===== src/rtl/vga_frame_reader.sv =====
// VGA 640x480@60 raster reader for frame buffer mem1.
// Walks the read address and realigns sync/enable with BRAM read data.
module vga_frame_reader #(
    parameter int   width      = 640,
    parameter int   height     = 480,
    parameter int   h_fp       = 16,
    parameter int   h_sync     = 96,
    parameter int   h_bp       = 48,
    parameter int   v_fp       = 10,
    parameter int   v_sync     = 2,
    parameter int   v_bp       = 33,
    parameter int   rd_latency = 2,
    parameter logic sync_pol   = 1'b0
) (
    input  logic        clk25,
    input  logic        rst_n,
    input  logic [3:0]  din,
    output logic [18:0] addr_mem1,
    output logic [3:0]  vga_r,
    output logic [3:0]  vga_g,
    output logic [3:0]  vga_b,
    output logic        vga_hsync,
    output logic        vga_vsync,
    output logic        active,
    output logic        frame_start
);

    localparam int H_TOTAL = width + h_fp + h_sync + h_bp;
    localparam int V_TOTAL = height + v_fp + v_sync + v_bp;
    localparam int HW = $clog2(H_TOTAL);
    localparam int VW = $clog2(V_TOTAL);

    localparam logic [HW-1:0] H_ACT  = HW'(width);
    localparam logic [HW-1:0] H_XL   = HW'(width - 1);
    localparam logic [HW-1:0] H_SS   = HW'(width + h_fp);
    localparam logic [HW-1:0] H_SE   = HW'(width + h_fp + h_sync - 1);
    localparam logic [HW-1:0] H_LAST = HW'(H_TOTAL - 1);
    localparam logic [VW-1:0] V_ACT  = VW'(height);
    localparam logic [VW-1:0] V_YL   = VW'(height - 1);
    localparam logic [VW-1:0] V_SS   = VW'(height + v_fp);
    localparam logic [VW-1:0] V_SE   = VW'(height + v_fp + v_sync - 1);
    localparam logic [VW-1:0] V_LAST = VW'(V_TOTAL - 1);

    logic [HW-1:0] hcnt_q, hcnt_d;
    logic [VW-1:0] vcnt_q, vcnt_d;
    logic [18:0]   addr_q, addr_d;

    logic [rd_latency-1:0] act_sr_q, act_sr_d;
    logic [rd_latency-1:0] hs_sr_q, hs_sr_d;
    logic [rd_latency-1:0] vs_sr_q, vs_sr_d;
    logic [rd_latency-1:0] fs_sr_q, fs_sr_d;

    logic [3:0] rgb_q, rgb_d;
    logic       hs_q, hs_d;
    logic       vs_q, vs_d;
    logic       act_q, act_d;
    logic       fs_q, fs_d;

    logic act0, hs0, vs0, fs0;

    always_comb begin
        act0 = (hcnt_q < H_ACT) && (vcnt_q < V_ACT);
        hs0  = (hcnt_q >= H_SS) && (hcnt_q <= H_SE);
        vs0  = (vcnt_q >= V_SS) && (vcnt_q <= V_SE);
        fs0  = (hcnt_q == '0) && (vcnt_q == '0);
    end

    // Simultaneous h and v wrap falls out as a frame wrap.
    always_comb begin
        hcnt_d = hcnt_q + HW'(1);
        vcnt_d = vcnt_q;
        if (hcnt_q == H_LAST) begin
            hcnt_d = '0;
            vcnt_d = (vcnt_q == V_LAST) ? '0 : vcnt_q + VW'(1);
        end
    end

    // Address wraps on the last visible pixel, not on the frame wrap.
    always_comb begin
        addr_d = addr_q;
        if (act0) begin
            if ((hcnt_q == H_XL) && (vcnt_q == V_YL))
                addr_d = '0;
            else
                addr_d = addr_q + 19'd1;
        end
    end

    always_comb begin
        act_sr_d    = act_sr_q << 1;
        act_sr_d[0] = act0;
        hs_sr_d     = hs_sr_q << 1;
        hs_sr_d[0]  = hs0;
        vs_sr_d     = vs_sr_q << 1;
        vs_sr_d[0]  = vs0;
        fs_sr_d     = fs_sr_q << 1;
        fs_sr_d[0]  = fs0;
    end

    always_comb begin
        act_d = act_sr_q[rd_latency-1];
        fs_d  = fs_sr_q[rd_latency-1];
        rgb_d = act_d ? din : 4'd0;
        hs_d  = hs_sr_q[rd_latency-1] ? sync_pol : ~sync_pol;
        vs_d  = vs_sr_q[rd_latency-1] ? sync_pol : ~sync_pol;
    end

    always_ff @(posedge clk25 or negedge rst_n) begin
        if (!rst_n) begin
            hcnt_q   <= '0;
            vcnt_q   <= '0;
            addr_q   <= '0;
            act_sr_q <= '0;
            hs_sr_q  <= '0;
            vs_sr_q  <= '0;
            fs_sr_q  <= '0;
            rgb_q    <= '0;
            hs_q     <= ~sync_pol;
            vs_q     <= ~sync_pol;
            act_q    <= 1'b0;
            fs_q     <= 1'b0;
        end else begin
            hcnt_q   <= hcnt_d;
            vcnt_q   <= vcnt_d;
            addr_q   <= addr_d;
            act_sr_q <= act_sr_d;
            hs_sr_q  <= hs_sr_d;
            vs_sr_q  <= vs_sr_d;
            fs_sr_q  <= fs_sr_d;
            rgb_q    <= rgb_d;
            hs_q     <= hs_d;
            vs_q     <= vs_d;
            act_q    <= act_d;
            fs_q     <= fs_d;
        end
    end

    assign addr_mem1   = addr_q;
    assign vga_r       = rgb_q;
    assign vga_g       = rgb_q;
    assign vga_b       = rgb_q;
    assign vga_hsync   = hs_q;
    assign vga_vsync   = vs_q;
    assign active      = act_q;
    assign frame_start = fs_q;

endmodule


===== config.mk =====
export PLATFORM = sky130hd
export DESIGN_NAME = vga_frame_reader
export DESIGN_NICKNAME = d
export VERILOG_FILES = /design/src/rtl/vga_frame_reader.sv
export SDC_FILE = /design/constraint.sdc
export NUM_CORES = 1
export LEC_CHECK = 0
export BUFFER_PORTS_ARGS = -buffer_cell sky130_fd_sc_hd__buf_2
export CORE_MARGIN = 4
export CORE_UTILIZATION = 55
export DETAILED_ROUTE_END_ITERATION = 8
export PLACE_DENSITY = 0.78
export SYNTH_ARGS = -nofsm -noshare
export SYNTH_HDL_FRONTEND = slang
export SYNTH_SLANG_ARGS = --single-unit

===== constraint.sdc =====
create_clock -name clk25 -period 2.6 [get_ports clk25]
set_input_delay 0.13 -clock clk25 [delete_from_list [all_inputs] [get_ports clk25]]
set_output_delay 0.13 -clock clk25 [all_outputs]
set_load 0.005 [all_outputs]

Word-level counts from Yosys, hierarchy flattened
Cells that the tools add are included.
- flip-flop bits (word level): 55
- word-level logic and storage cells: 38
- output and inout port bits: 35
- input port bits: 6
- multiplexer cells: 6
- magnitude comparators: 6
- add/subtract/negate cells: 3
- eq/ne operators: 4
- reductions and logical operators: 7
- operators by type and width (kind ; count):
    10-bit equality test (second input constant) ; 3
    10-bit by 1-bit adder with 10-bit output (second input constant) ; 2
    10-bit logical NOT ; 2
    10-bit two-way mux ; 2
    19-bit by 1-bit adder with 19-bit output (second input constant) ; 1
    19-bit two-way mux ; 1
    10-bit by 9-bit equality test with 1-bit output (second input constant) ; 1
    10-bit >= comparator (second input constant) ; 1
    10-bit by 9-bit >= comparator with 1-bit output (second input constant) ; 1
    10-bit less-or-equal comparator (second input constant) ; 1
    10-bit by 9-bit less-or-equal comparator with 1-bit output (second input constant) ; 1
    10-bit less-than comparator (second input constant) ; 1
    10-bit by 9-bit less-than comparator with 1-bit output (second input constant) ; 1
    1-bit logical AND ; 5
    4-bit two-way mux ; 1
    1-bit two-way mux ; 2

Longest topological paths before layout
Gate-level depths: netlist of run 1.
- depth after elaboration: 3
- mapped depth: 8
- depth with buffers taken out: 6

Worst setup path after synthesis of run 1
Ideal clock, no wire load.
- kind: reg2reg
- start: register hcnt_q[0]
- end: register addr_q[2] (netlist: addr_mem1[2])
- library setup time: 0.132 ns
- data required time: 2.468 ns
- arrival: 1.772 ns
- stages on the path, launching flop included: 8
- setup slack: 0.697 ns
- period minus slack after synthesis: 1.903 ns
- buffers on the path: 2
- cells stage by stage: dfrtp_1 ha_1 and3_1 clkbuf_1 nand2_1 nor3_2 clkbuf_1 nor2_1
- cells in the longest elaborated chain, start to end: 3
- elaborated cells between the ends (all ways): 5
- those cells by class: order compare: 1; eq/ne: 1; mux: 1; reduce/logical: 2
- RTL lines (element ; line ; source):
    start, declared ; 44 ; logic [HW-1:0] hcnt_q, hcnt_d;
    start signal, assigned ; 123 ; hcnt_q <= hcnt_d;
    parallel branches: the longest is 3 deep, another holds 10-bit less-than comparator ; - ;
    end signal, assigned ; 125 ; addr_q <= addr_d;
    end, declared ; 46 ; logic [18:0] addr_q, addr_d;
Several ways; the timed one is not identified.
A chain may end at the register's enable or synchronous reset.

Final worst setup path of run 1
- start: register addr_q[0] (netlist: addr_mem1[0])
- end: register addr_q[18] (netlist: addr_mem1[18])
- cells in the longest elaborated chain, start to end: 2
- RTL lines (element ; line ; source):
    19-bit by 1-bit adder with 19-bit output ; 85 ; addr_d = addr_q + 19'd1;
    19-bit two-way mux ; 82 ; if ((hcnt_q == H_XL) && (vcnt_q == V_YL))
No other way between the ends.

==> results.txt, run 1 <==
The DRC violation count after routing is 0. The TritonCTS sink count came out at 55. For the pin with the worst max-slew slack, the measured transition is around 0.71 ns. The filler cell count in the final layout came out at 372. The area of the mapped netlist is approximately 0.0026 mm2.

The wire length of the first global-routing pass is 8310 um. Setup total negative slack on the finished layout was measured at 0 ns. TritonCTS built the clock tree. The count of nets after finishing is about 300. The total detailed-routing wirelength is between 4000 and 5000 um. The capturing point of the worst reg2reg path is addr_mem1[18]$_DFFE_PN0P_.

The insertion delay of the later-clocked pin in the worst-skew pair came out at 0.29 ns. The post-synthesis net count is about 270. Summed over all nets, the half-perimeter wirelength after detailed placement is approximately 3500 um.

After detailed routing, the wire length on met1 is approximately 2300 um. The startpoint of the most critical hold path is din[0]. The placeable core region came out at roughly 0.0045 mm2. For this configuration, the core starts out at a cell density of between 50 and 60%.

The sequential fraction of the synthesis area is roughly 53%. Traced cell by cell, the critical path runs through ha_1, nand3_1, nand4b_1, or4_1, a21oi_1. The maximum net fanout on the critical path is 12. The count of cell types in the netlist came out at 36.

Setup repair after global routing left no endpoint under its margin. The congestion estimate from routability-driven global placement came to ~0.90. Global routing finished with a remaining overflow of 0. The post-route clock period utilization came out at between 70% and 80%. The register area is between 0.001 and 0.0015 mm2. The arrival time at the worst endpoint came out at 2.22 ns.

The biggest area consumer among synthesized cells is sky130_fd_sc_hd__dfrtp_1. The highest metal layer carrying signal wires in the routed design is met4. The synthesis-to-finish area growth is 9.99%. Counting flops with a built-in enable in the synthesized netlist gives 0. Dividing the detail-routed wire length by the instance count gives approximately 14 um.

The smallest hold slack came out at 0.0530 ns. The via count of the first global-routing pass is 1879. The initial antenna violation count came out at 0. The number of placement rows came out at 24. In this run the clock root is driven by a sky130_fd_sc_hd__clkbuf_8. The worst setup path is of the flip-flop to flip-flop kind. The warning count from the yosys run came out at 0. The required time of the critical path came out at 2.83 ns. The startpoint type of the worst setup path is a flip-flop.

For hold timing, the worst endpoint is vga_b[0]$_DFF_PN0_. Averaged over all synthesized cells, the footprint is approximately 10 um2. Sorting the synthesized cells by area gives the leading types as sky130_fd_sc_hd__dfrtp_1, sky130_fd_sc_hd__xnor2_1, sky130_fd_sc_hd__o21ai_0. The startpoint of the most critical setup path is addr_mem1[0]$_DFFE_PN0P_. The tool flagged a number of max-cap violations equal to 0. The origin of the critical flop-to-flop path is addr_mem1[0]$_DFFE_PN0P_. The peak clock frequency supported by timing is 501 MHz. Setup violations remaining at the end of the flow were counted as 0. The proportion of synthesized flip-flops having asynchronous set or reset is 100%. The routed design could run at a clock period as short as approximately 2 ns. The full die area is slightly below 0.006 mm2. The tightest min-delay check is of the primary input to flip-flop type. The fraction of power spent switching nets came out at between 10% and 20%. Across every metal layer, demand over resource in global routing totals approximately 17%. The number of antenna diodes in the final layout is 0.

The routed length on met2 is between 2000 and 2500 um. The post-synthesis cell count came out at between 200 and 300. Measured in cells, the most critical reg-to-reg path has a length of 5. The most used flip-flop cell after synthesis is sky130_fd_sc_hd__dfrtp_1.

The total clock buffers created by CTS came out at 5. The number of cells on the worst hold path came out at 2. The worst-case register-to-register setup slack is around 0.6 ns. The largest net degree at the start of global routing came out at 36. The proportion of netlist area held by the largest area contributor is 50.9%. During placement, the flow inserted port buffers numbering 40. The leakage power came out at about 1.3 nW.

The number of slew-limit violations in the final report is 0. The final hold violation count is 0. The number of H-tree branching levels is 2.

The footprint of the multi-input gates is 0.00105 mm2. The critical path's largest stage delay came out at roughly 0.58 ns. The y dimension of the die came out at slightly below 80 um. The worst pin sits at a relative slew slack of around 52%.

STA classifies the critical path endpoint as a flip-flop. In the routed layout, each cell is associated on average with a via count of 5.74. The critical-path cell with the highest stage delay is sky130_fd_sc_hd__or4_1. The internal power of the cells is 1.16 mW.

The portion of total power attributed to combinational logic is under 10%. The maximum buffer depth of the clock tree came out at 2. The worst-case IR drop observed on VDD is between 300 and 400 uV. The starting DRC count in detailed routing is 86. The clock network is responsible for 37.4% of the overall power. The detailed route wirelength on metal3 is approximately 210 um. The share of layout cells above drive strength 1 is between 15 and 20%. Per report_power, the sequential group accounts for between 60% and 70% of the total. The number of flip-flops and latches in the synthesized netlist is 55. The final antenna-violating net count came out at 0.

The flow ran to the end, and the final reports show no timing, DRC or antenna violations. The number of ports placed on the die boundary came out at between 40 and 50. The number of buffers inserted by post-CTS setup repair is 0.

The areal power density over the cells is ~500 mW/mm2. The total via count after detailed routing is a little under 2k. The width of the die is between 70 and 80 um. For this run, the share of the core covered by cells in the final layout is roughly 64%. The analysis attributes to net switching a power of roughly 0.27 mW. The maximum clock skew at final layout is a little under 0.01 ns. The iteration count of the initial detailed-routing pass is 4. The clock edge transition at the registers on the reported setup and hold paths came out at about 0.090 ns.
what timing repair did:
action                                 4_1_cts  5_1_grt
hold buffers                                 1        0
resized for setup                            0        0
endpoints found under the hold margin       19        0
worst max-delay path, delay by kind of cell (launching register included):
| kind | cells | cell delay, ns |
|---|---|---|
| and+or+nand+nor | 3 | 1.16 |
| adders and majority gates | 1 | 0.20 |
| DFF | 1 | 0.43 |
| AOI/OAI and AO/OA | 1 | 0.15 |
cells in the mapped netlist (7+ instances only):
| master | count |
|---|---|
| sky130_fd_sc_hd__dfrtp_1 | 53 |
| sky130_fd_sc_hd__nand2_1 | 18 |
| sky130_fd_sc_hd__o21ai_0 | 15 |
| sky130_fd_sc_hd__a21oi_1 | 13 |
| sky130_fd_sc_hd__clkbuf_1 | 13 |
| sky130_fd_sc_hd__nand3_1 | 13 |
| sky130_fd_sc_hd__nor2_1 | 13 |
| sky130_fd_sc_hd__inv_1 | 11 |
| sky130_fd_sc_hd__nand4_1 | 10 |
| sky130_fd_sc_hd__or3_1 | 10 |
| sky130_fd_sc_hd__xnor2_1 | 9 |
| sky130_fd_sc_hd__buf_4 | 8 |
| sky130_fd_sc_hd__xor2_1 | 7 |
flip-flops by register name, summed over array words and instances (netlist names):
| register | cells |
|---|---|
| vga_hsync | 1 |
| fs_sr_q | 2 |
| hcnt_q | 10 |
| vs_sr_q | 2 |
| hs_sr_q | 2 |
| vcnt_q | 10 |
| addr_mem1 | 19 |
| act_sr_q | 2 |
| active | 1 |
| vga_vsync | 1 |
| vga_b | 4 |
| frame_start | 1 |
final cells by class:
cell class              count  share of cell area, %
clock buffers               7                   2.66
clock inverters             1                   1.05
inverters                  11                   1.44
multi-input cells         170                   36.6
flip-flops and latches     55                   48.1
well taps                  52                   2.27
repair buffers             43                   7.86
worst max path at each step:
stage | cells after the start | end | slack, ns
3_5_place_dp | 5 | addr_mem1[18]$_DFFE_PN0P_ | 0.64
6_report | 5 | addr_mem1[18]$_DFFE_PN0P_ | 0.60
3_3_place_gp | 5 | addr_mem1[18]$_DFFE_PN0P_ | 0.69
2_1_floorplan | 7 | addr_mem1[2]$_DFFE_PN0P_ | 0.70
4_1_cts | 5 | addr_mem1[18]$_DFFE_PN0P_ | 0.61
5_1_grt | 5 | addr_mem1[18]$_DFFE_PN0P_ | 0.35
logic make-up after synthesis:
kind of cell    count (synthesis)  share of synthesized area (%)
compound gates                 44                           9.17
xor+xnor                       16                           5.38
fa+ha+maj                       5                           2.40
buf+inv                        35                           6.82
flops                          55                           52.9
simple gates                  105                           23.3
metal layers:
metal,GRT usage [%],vias to the layer above
met5,0,-
met4,5.98,0
met3,3.75,4
met2,27.7,42
met1,21.9,935
li1,-,966
stage by stage:
step	power (mW)	cells	instance area [um2]	setup WS [ns]
after floorplan	0.889	260	2610	0.697
after global placement	0.911	330	2750	0.685
after detailed placement	0.912	330	2750	0.636
after CTS	1.45	339	2870	0.611
after global routing	1.49	339	2870	0.354
final	1.43	339	2870	0.602
cell usage in the layout (no fill, tap or decap), drive strengths merged, types with 2 or more instances in the layout:
master	synthesis	layout
and4	6	6
nor3	4	4
dfrtp	53	53
nor4b	3	3
o21ai	21	21
nor2	13	13
a31oi	5	5
ha	5	5
inv	11	11
nand4	10	10
and3	6	6
or3	10	10
clkbuf	13	7
xnor2	9	9
dfstp	2	2
o31ai	4	4
buf	11	42
nand3	13	13
and2	5	5
xor2	7	7
or4	5	5
a21oi	13	13
nor4	5	5
nand2	18	18
nand4b	2	2
power by group through the flow:
stage | combinational (mW) | clock, mW | sequential [mW]
final | 0.0341 | 0.533 | 0.860
after global routing | 0.0386 | 0.589 | 0.861
after CTS | 0.0360 | 0.554 | 0.860
after detailed placement | 0.0350 | 0 | 0.877
after global placement | 0.0347 | 0 | 0.876
after floorplan | 0.0119 | 0 | 0.878
Note: power is estimated with default switching activity, not from simulation.
==> run 2: changes to the inputs <==
--- a/config.mk
+++ b/config.mk
@@ -5,11 +5,12 @@
 export SDC_FILE = /design/constraint.sdc
 export NUM_CORES = 1
 export LEC_CHECK = 0
+export ABC_AREA = 1
 export BUFFER_PORTS_ARGS = -buffer_cell sky130_fd_sc_hd__buf_2
 export CORE_MARGIN = 4
 export CORE_UTILIZATION = 55
 export DETAILED_ROUTE_END_ITERATION = 8
-export PLACE_DENSITY = 0.78
+export PLACE_DENSITY = 0.77
 export SYNTH_ARGS = -nofsm -noshare
 export SYNTH_HDL_FRONTEND = slang
 export SYNTH_SLANG_ARGS = --single-unit
==> constraint.sdc (replaced) <==
create_clock -name clk25 -period 2.1 [get_ports clk25]
set_input_delay 0.105 -clock clk25 [delete_from_list [all_inputs] [get_ports clk25]]
set_output_delay 0.105 -clock clk25 [all_outputs]
set_load 0.005 [all_outputs]
==> results.txt, run 2 <==
The library cell used most frequently in the layout, excluding fill and tap cells, is sky130_fd_sc_hd__nand2_1. The antenna diode instance count is 0. The largest individual stage delay along the critical path comes from the cell sky130_fd_sc_hd__dfrtp_1.

The post-synthesis net count is 381. The placeable core region came out at 0.00514 mm2. The proportion of power drawn by the clock network is between 30% and 40%. The flow ran to the end, and the final reports show no timing, DRC or antenna violations. The placement-stage cell area is 0.00317 mm2.

The number of flip-flops in the largest register came out at 19. The count of port buffers added during placement came out at 40. The depth of the most critical reg-to-reg path is 5.

The initial antenna violation count is 0. Setup repair after global routing left no endpoint under its margin. The peak clock frequency supported by timing came out at 573 MHz. During synthesis, Yosys emitted a total of 0 warnings.

The pre-antenna-repair detailed-routing pass consisted of 5 iterations. In this run, CTS created clock tree buffers numbering 5. After synthesis the netlist holds a flip-flop and latch count of 55. Routability-driven placement finished with a final weighted congestion of ~0.91. The sum of overflow across all layers after global routing is 0. Cell internal power was estimated by the tool at approximately 1.4 mW. The via density per instance is roughly 5.3. The sequential fraction of the synthesis area came out at 46.8%.

The worst setup path is captured at a flip-flop. The capturing point of the worst reg2reg path is addr_mem1[3]$_DFFE_PN0P_. Summed over all failing endpoints, the final setup total negative slack is 0 ns. The DRC violation count after routing came out at 0.

The wire length of the first global-routing pass came out at 10800 um. Per report_power, the combinational group accounts for under 10% of the total. The count of nets after finishing is between 400 and 500. Ranked by instance count, the synthesized netlist is headed by sky130_fd_sc_hd__nand2_1, sky130_fd_sc_hd__inv_1, sky130_fd_sc_hd__dfrtp_1.

approximately 40 I/O pins were placed. The fraction of power consumed by sequential logic is roughly 62%. The final antenna-violating net count is 0. The areal power density over the cells is between 500 and 600 mW/mm2. The number of max-capacitance violations reported came out at 0. Walking the worst path, the cells encountered are ha_1, inv_1, nor4_1, nand3_1, and3_1.

The number of buffers inserted by post-CTS setup repair came out at 0. The maximum buffer depth of the clock tree came out at 2. The post-route clock period utilization is ~83%.

The total via count after detailed routing came out at approximately 2.6k. The origin of the critical flop-to-flop path is vcnt_q[0]$_DFFE_PN0N_. The maximum net fanout on the critical path is 8. The critical path's largest stage delay came out at roughly 0.43 ns. Clock skew on the completed layout was measured at 0.00989 ns.

The quantity of gates resized following cts is 0. Synthesis handed over a netlist of between 300 and 400 instances. The total detailed-routing wirelength came out at about 6000 um. The slew of the pin with the lowest slew margin came out at approximately 0.54 ns. The sum of internal, switching and leakage power came out at 1.73 mW.

The library cells used most frequently in the layout, excluding fill and tap cells, are sky130_fd_sc_hd__nand2_1, sky130_fd_sc_hd__inv_1, sky130_fd_sc_hd__dfrtp_1. The arrival time at the worst endpoint is 1.95 ns. Prior to clock tree synthesis, the placed netlist has a worst setup slack of between 0.3 and 0.4 ns.

The average cell area after synthesis came out at 7.96 um2. The starting DRC count in detailed routing is slightly below 200. In this run switching power makes up between 20% and 30% of total power. The wire length per cell after detailed routing is approximately 13 um. The startpoint of the most critical setup path is vcnt_q[0]$_DFFE_PN0N_.

The y dimension of the die came out at 81.2 um. Sorting the synthesized cells by area gives the leading types as sky130_fd_sc_hd__dfrtp_1, sky130_fd_sc_hd__nand2_1, sky130_fd_sc_hd__inv_1. The class of the tightest hold or removal check is primary input to asynchronous set/reset pin.

The share of layout cells above drive strength 1 is roughly 17%. The startpoint type of the worst setup path is a flip-flop. The worst path meets setup with between 0.3 and 0.4 ns of slack.

The worst-case headroom to the max-slew limit is between 60 and 70%. Clock tree synthesis found a total of between 50 and 60 sinks. The most used flip-flop cell after synthesis is sky130_fd_sc_hd__dfrtp_1.

The number of H-tree branching levels is 2. The proportion of synthesized flip-flops having asynchronous set or reset is 100%. Row generation in the floorplan step produced 26 rows.

Yosys mapped a number of flops with a built-in enable equal to 0. The count of cell types in the netlist came out at 29. After legalization and detailed placement, the total HPWL measured approximately 4500 um. The via count of the first global-routing pass is around 2.5k. At the worst endpoint, the required time is ~2.3 ns.

The number of slew-limit violations in the final report was 0. The clock edge transition at the registers on the reported setup and hold paths is 0.10 ns. The insertion delay of the later-clocked pin in the worst-skew pair came out at about 0.3 ns. By startpoint and endpoint, the worst setup path is classified as flip-flop to flip-flop. The switching component of the power is approximately 0.37 mW. Global routing used around a fifth of the available tracks. Entering global routing, the biggest net connects 33 pins. The time the worst path needs with I/O delays and setup is approximately 1.7 ns. VDD sags by at most about 300 uV. The TritonCTS clock tree is built.

The synthesis-to-finish area growth came out at 12.7%. The full die area came out at ~0.0066 mm2. The worst-case register-to-register setup slack came out at 0.36 ns. sky130_fd_sc_hd__nand2_1 is the most common cell in the netlist.

The master cell of the clock root buffer is sky130_fd_sc_hd__clkbuf_8. The effective utilization at floorplan is a little under three fifths. The final hold violation count is 0. The proportion of netlist area held by the largest area contributor came out at 45.0%. The synthesized netlist occupies a cell area of ~0.003 mm2. The largest total area in the synthesized netlist belongs to sky130_fd_sc_hd__dfrtp_1.

The width of the die is ~80 um. Summed over all cells, the static leakage comes to 1.70 nW. Setup violations remaining at the end of the flow were counted as 0.

The total non-filler cell area in the finished layout came out at roughly 0.0033 mm2.
run 2: cell type report:
cell class | instances | area (um2)
fill | 451 | 1820
sequential | 55 | 1380
multi-input combinational | 245 | 1260
timing repair buffer | 46 | 270
inverter | 59 | 223
tap | 70 | 87.6
clock buffer | 6 | 82.6
clock inverter | 2 | 16.3
run 2: metal layers:
| layer | share of wire, % | GRT usage (%) | wire length [um] |
|---|---|---|---|
| met4 | 1.4 | 6.93 | 83 |
| met1 | 42 | 25.9 | 2580 |
| met3 | 6.1 | 3.99 | 373 |
| met2 | 51 | 36.5 | 3110 |
| met5 | 0 | 0 | 0 |
run 2: worst max path at each step:
stage,endpoint,cells past startpoint
3_3_place_gp,addr_mem1[4]$_DFFE_PN0P_,8
4_1_cts,addr_mem1[3]$_DFFE_PN0P_,5
5_1_grt,addr_mem1[17]$_DFFE_PN0P_,7
6_report,addr_mem1[3]$_DFFE_PN0P_,5
2_1_floorplan,addr_mem1[3]$_DFFE_PN0P_,5
3_5_place_dp,addr_mem1[3]$_DFFE_PN0P_,5
run 2: logic make-up after synthesis:
group | Yosys count | synth area share [%]
compound gates | 28 | 5.27
xor+xnor | 9 | 2.68
fa+ha+maj | 5 | 2.12
buf+inv | 70 | 10.4
flops | 55 | 46.8
simple gates | 203 | 32.7
run 2: power groups by stage:
stage	combinational, mW	clock, mW	sequential [mW]
2_1_floorplan	0.0149	0	1.09
3_3_place_gp	0.0461	0	1.08
3_5_place_dp	0.0463	0	1.09
4_1_cts	0.0535	0.629	1.06
5_1_grt	0.0603	0.675	1.07
6_report	0.0522	0.610	1.06
run 2: critical path, delay by kind of cell (launching register included):
kind	cells	cell delay (ns)
buf+inv	1	0.09
flops	1	0.43
simple gates	3	0.90
fa+ha+maj	1	0.22
run 2: timing repair:
action | in CTS | in global routing
hold endpoints to repair | 25 | 0
endpoints found under the setup margin | 0 | 0
hold buffers | 5 | 0
run 2: through the flow:
step / utilization, % / instances / hold WS [ns]
final: 64.6 / 483 / 0.307
after CTS: 64.6 / 483 / 0.321
after global routing: 64.6 / 483 / 0.358
after floorplan: - / 370 / -0.191
after detailed placement: 61.7 / 470 / 0.120
after global placement: 61.7 / 470 / 0.114
==> run 3: changes to the inputs <==
==> constraint.sdc (replaced) <==
create_clock -name clk25 -period 1.68 [get_ports clk25]
set_input_delay 0.084 -clock clk25 [delete_from_list [all_inputs] [get_ports clk25]]
set_output_delay 0.084 -clock clk25 [all_outputs]
set_load 0.005 [all_outputs]
==> results.txt, run 3 (synthesis results as in run 2) <==
From left edge to right edge, the die measures a little over 80 um. The total clock buffers created by CTS is 5. The DRC violation count after routing is 0. Clock latency on the worst-skew pair, taken at its later pin, is ~0.31 ns. IR analysis of the VDD net gives a maximum drop of 406 uV. The post-route clock period utilization is approximately nine tenths.

The final hold violation count is 0. The TritonCTS sink count is 55. The wire length per cell after detailed routing is ~13 um. The largest net degree at the start of global routing is 35. The total of endpoints with negative setup slack in the final report is 0. For this configuration, the core starts out at a cell density of between 50% and 60%. The via density per instance came out at between 5 and 6. STA puts the critical path data arrival time at between 1.5 and 2 ns. The portion of total power attributed to combinational logic came out at approximately 2.9%. The total track usage came out at a little over a fifth. The placeable core region came out at between 0.005 and 0.006 mm2.

The register with the most flip-flops in the layout has 19 of them. The number of ports placed on the die boundary is 41. The slowest stage of the critical path belongs to the cell sky130_fd_sc_hd__dfrtp_1.

The number of placement rows is 26. The final antenna-violating net count is 0. The slew of the pin with the lowest slew margin is approximately 0.49 ns. The starting DRC count in detailed routing came out at 158.

The worst path in the final design needs a cycle of ~1.5 ns, including I/O delays and setup. The number of slew-limit violations in the final report came out at 0. During placement, the flow inserted port buffers numbering 40. The switching component of the power is roughly 0.47 mW. 0 antenna diodes ended up in the layout. Summed over all layers, the global routing overflow is 0. The fraction of power consumed by sequential logic is around 59%.

Of the cells placed in the final design, the portion with a size suffix greater than 1 is 20.6%. The initial antenna violation count came out at 0. The flow ran to the end, and the final reports show no timing, DRC or antenna violations. The class of the tightest hold or removal check is primary input to asynchronous set/reset pin. The maximum net fanout on the critical path came out at 5. Per report_power, the clock group accounts for between 30% and 40% of the total.

The wire length of the first global-routing pass is between 10000 and 15000 um. The required time of the critical path is 1.93 ns. The most repeated library cell on the critical path is sky130_fd_sc_hd__nand2_1. The setup path with the least slack is of type flip-flop to flip-flop. Summed over all failing endpoints, the final setup total negative slack is 0 ns. Routability-driven placement finished with a final weighted congestion of slightly below 0.9. The final route contains 2538 vias. The critical path goes through ha_4, nand3_2, nor2_4, nand2_2, nor2_4, nand2_1, nand2_1, nand2_1, nor2_1. In the layout the commonest cells are sky130_fd_sc_hd__nand2_1, sky130_fd_sc_hd__inv_1, sky130_fd_sc_hd__dfrtp_1.

In this design, the stage delay of the slowest critical-path cell is 0.47 ns. The cell sitting at the root of the clock tree is a sky130_fd_sc_hd__clkbuf_8. The synthesis-to-finish area growth is 16.5%. The number of H-tree branching levels came out at 2. Measured against its own limit, the worst slew margin works out to about two thirds. The worst setup path is launched from a flip-flop.

The count of nets after finishing is between 400 and 500. The filler cell count in the final layout is between 400 and 500. The die covers between 0.006 and 0.007 mm2. The iteration count of the initial detailed-routing pass is 4. The internal power of the cells totals approximately 1.8 mW. The maximum buffer depth of the clock tree came out at 2. The maximum clock skew at final layout came out at 0.0126 ns. Leaving out fill and tap cells, the most frequent cell in the layout is sky130_fd_sc_hd__nand2_1.

The leakage power came out at 1.75 nW. The fraction of power spent switching nets came out at 20.6%. The element type at the critical path end is a flip-flop. The areal power density over the cells is about 660 mW/mm2. Setup repair after global routing could not meet its margin everywhere. The total detailed-routing wirelength came out at 6280 um. The number of max-capacitance violations reported is 0. The utilization of the core after routing came out at 66.7%. The HPWL after detailed placement is approximately 4700 um. The peak clock frequency supported by timing came out at between 600 and 700 MHz. The via count of the first global-routing pass came out at about 2.5k. The clock edge transition at the registers on the reported setup and hold paths is 0.10 ns.

The TritonCTS clock tree is built. The y dimension of the die is 81.2 um.
run 3: cell types whose count changed in the layout (fill, tap and decap cells not counted), sizes merged:
cell	before	now
bufinv	0	1
buf	41	50
inv	58	59
clkinvlp	1	0
clkinv	2	1
run 3: per-layer routing:
metal	GRT usage (%)	part of all wire, %	up-vias
met2	37.7	50	59
met5	0	0	-
met3	4.21	4.5	9
met1	26.0	44	1190
li1	-	-	1280
met4	8.11	1.1	0
run 3: repair_timing:
| item | 4_1_cts | 5_1_grt |
|---|---|---|
| gates resized for setup | 0 | 8 |
| hold buffers | 5 | 0 |
| hold endpoints to repair | 23 | 0 |
| buffers inserted | 0 | 1 |
| endpoints found under the setup margin | 0 | 14 |
run 3: cell type report:
class / count / area (um2) / share of cell area [%]
well taps: 70 / 87.6 / 2.55
repair buffers: 55 / 338 / 9.85
flip-flops and latches: 55 / 1380 / 40.2
clock buffers: 6 / 72.6 / 2.12
clock inverters: 2 / 38.8 / 1.13
multi-input cells: 245 / 1290 / 37.7
inverters: 59 / 223 / 6.49
run 3: power groups by stage:
stage	combinational, mW	clock [mW]	sequential, mW
global route	0.0750	0.957	1.33
detailed placement	0.0580	0	1.36
finish	0.0650	0.878	1.33
floorplan	0.0186	0	1.36
CTS	0.0671	0.903	1.33
global placement	0.0575	0	1.36
run 3: final timing paths:
kind	from	to	slack (ns)	cells after the start
setup reg to reg	addr_mem1[1]$_DFFE_PN0P_	addr_mem1[12]$_DFFE_PN0P_	0.15	9
setup / recovery	addr_mem1[1]$_DFFE_PN0P_	addr_mem1[12]$_DFFE_PN0P_	0.15	9
min in group clk25	vs_sr_q[0]$_DFF_PN0_	vs_sr_q[1]$_DFF_PN0_	0.36	0
hold reg to reg	vs_sr_q[0]$_DFF_PN0_	vs_sr_q[1]$_DFF_PN0_	0.36	0
max in group asynchronous	rst_n	addr_mem1[18]$_DFFE_PN0P_	0.87	3
hold / removal	rst_n	vga_b[3]$_DFF_PN0_	0.26	2
run 3: worst max-delay path, delay by kind of cell, from the launching register on:
family                     cells  cell delay, ns
DFF                            1            0.47
adders and majority gates      1            0.18
and+or+nand+nor                8            0.83
run 3: metrics by stage:
step / setup slack, ns / instance area (um2) / hold WS (ns) / instances / total power [mW]
finish: 0.146 / 3430 / 0.258 / 492 / 2.27
global route: -0.00874 / 3430 / 0.301 / 492 / 2.36
CTS: 0.0483 / 3390 / 0.263 / 491 / 2.30
detailed placement: 0.127 / 3230 / 0.0767 / 478 / 1.41
global placement: 0.190 / 3230 / 0.0725 / 478 / 1.41
floorplan: 0.284 / 2940 / -0.212 / 370 / 1.38
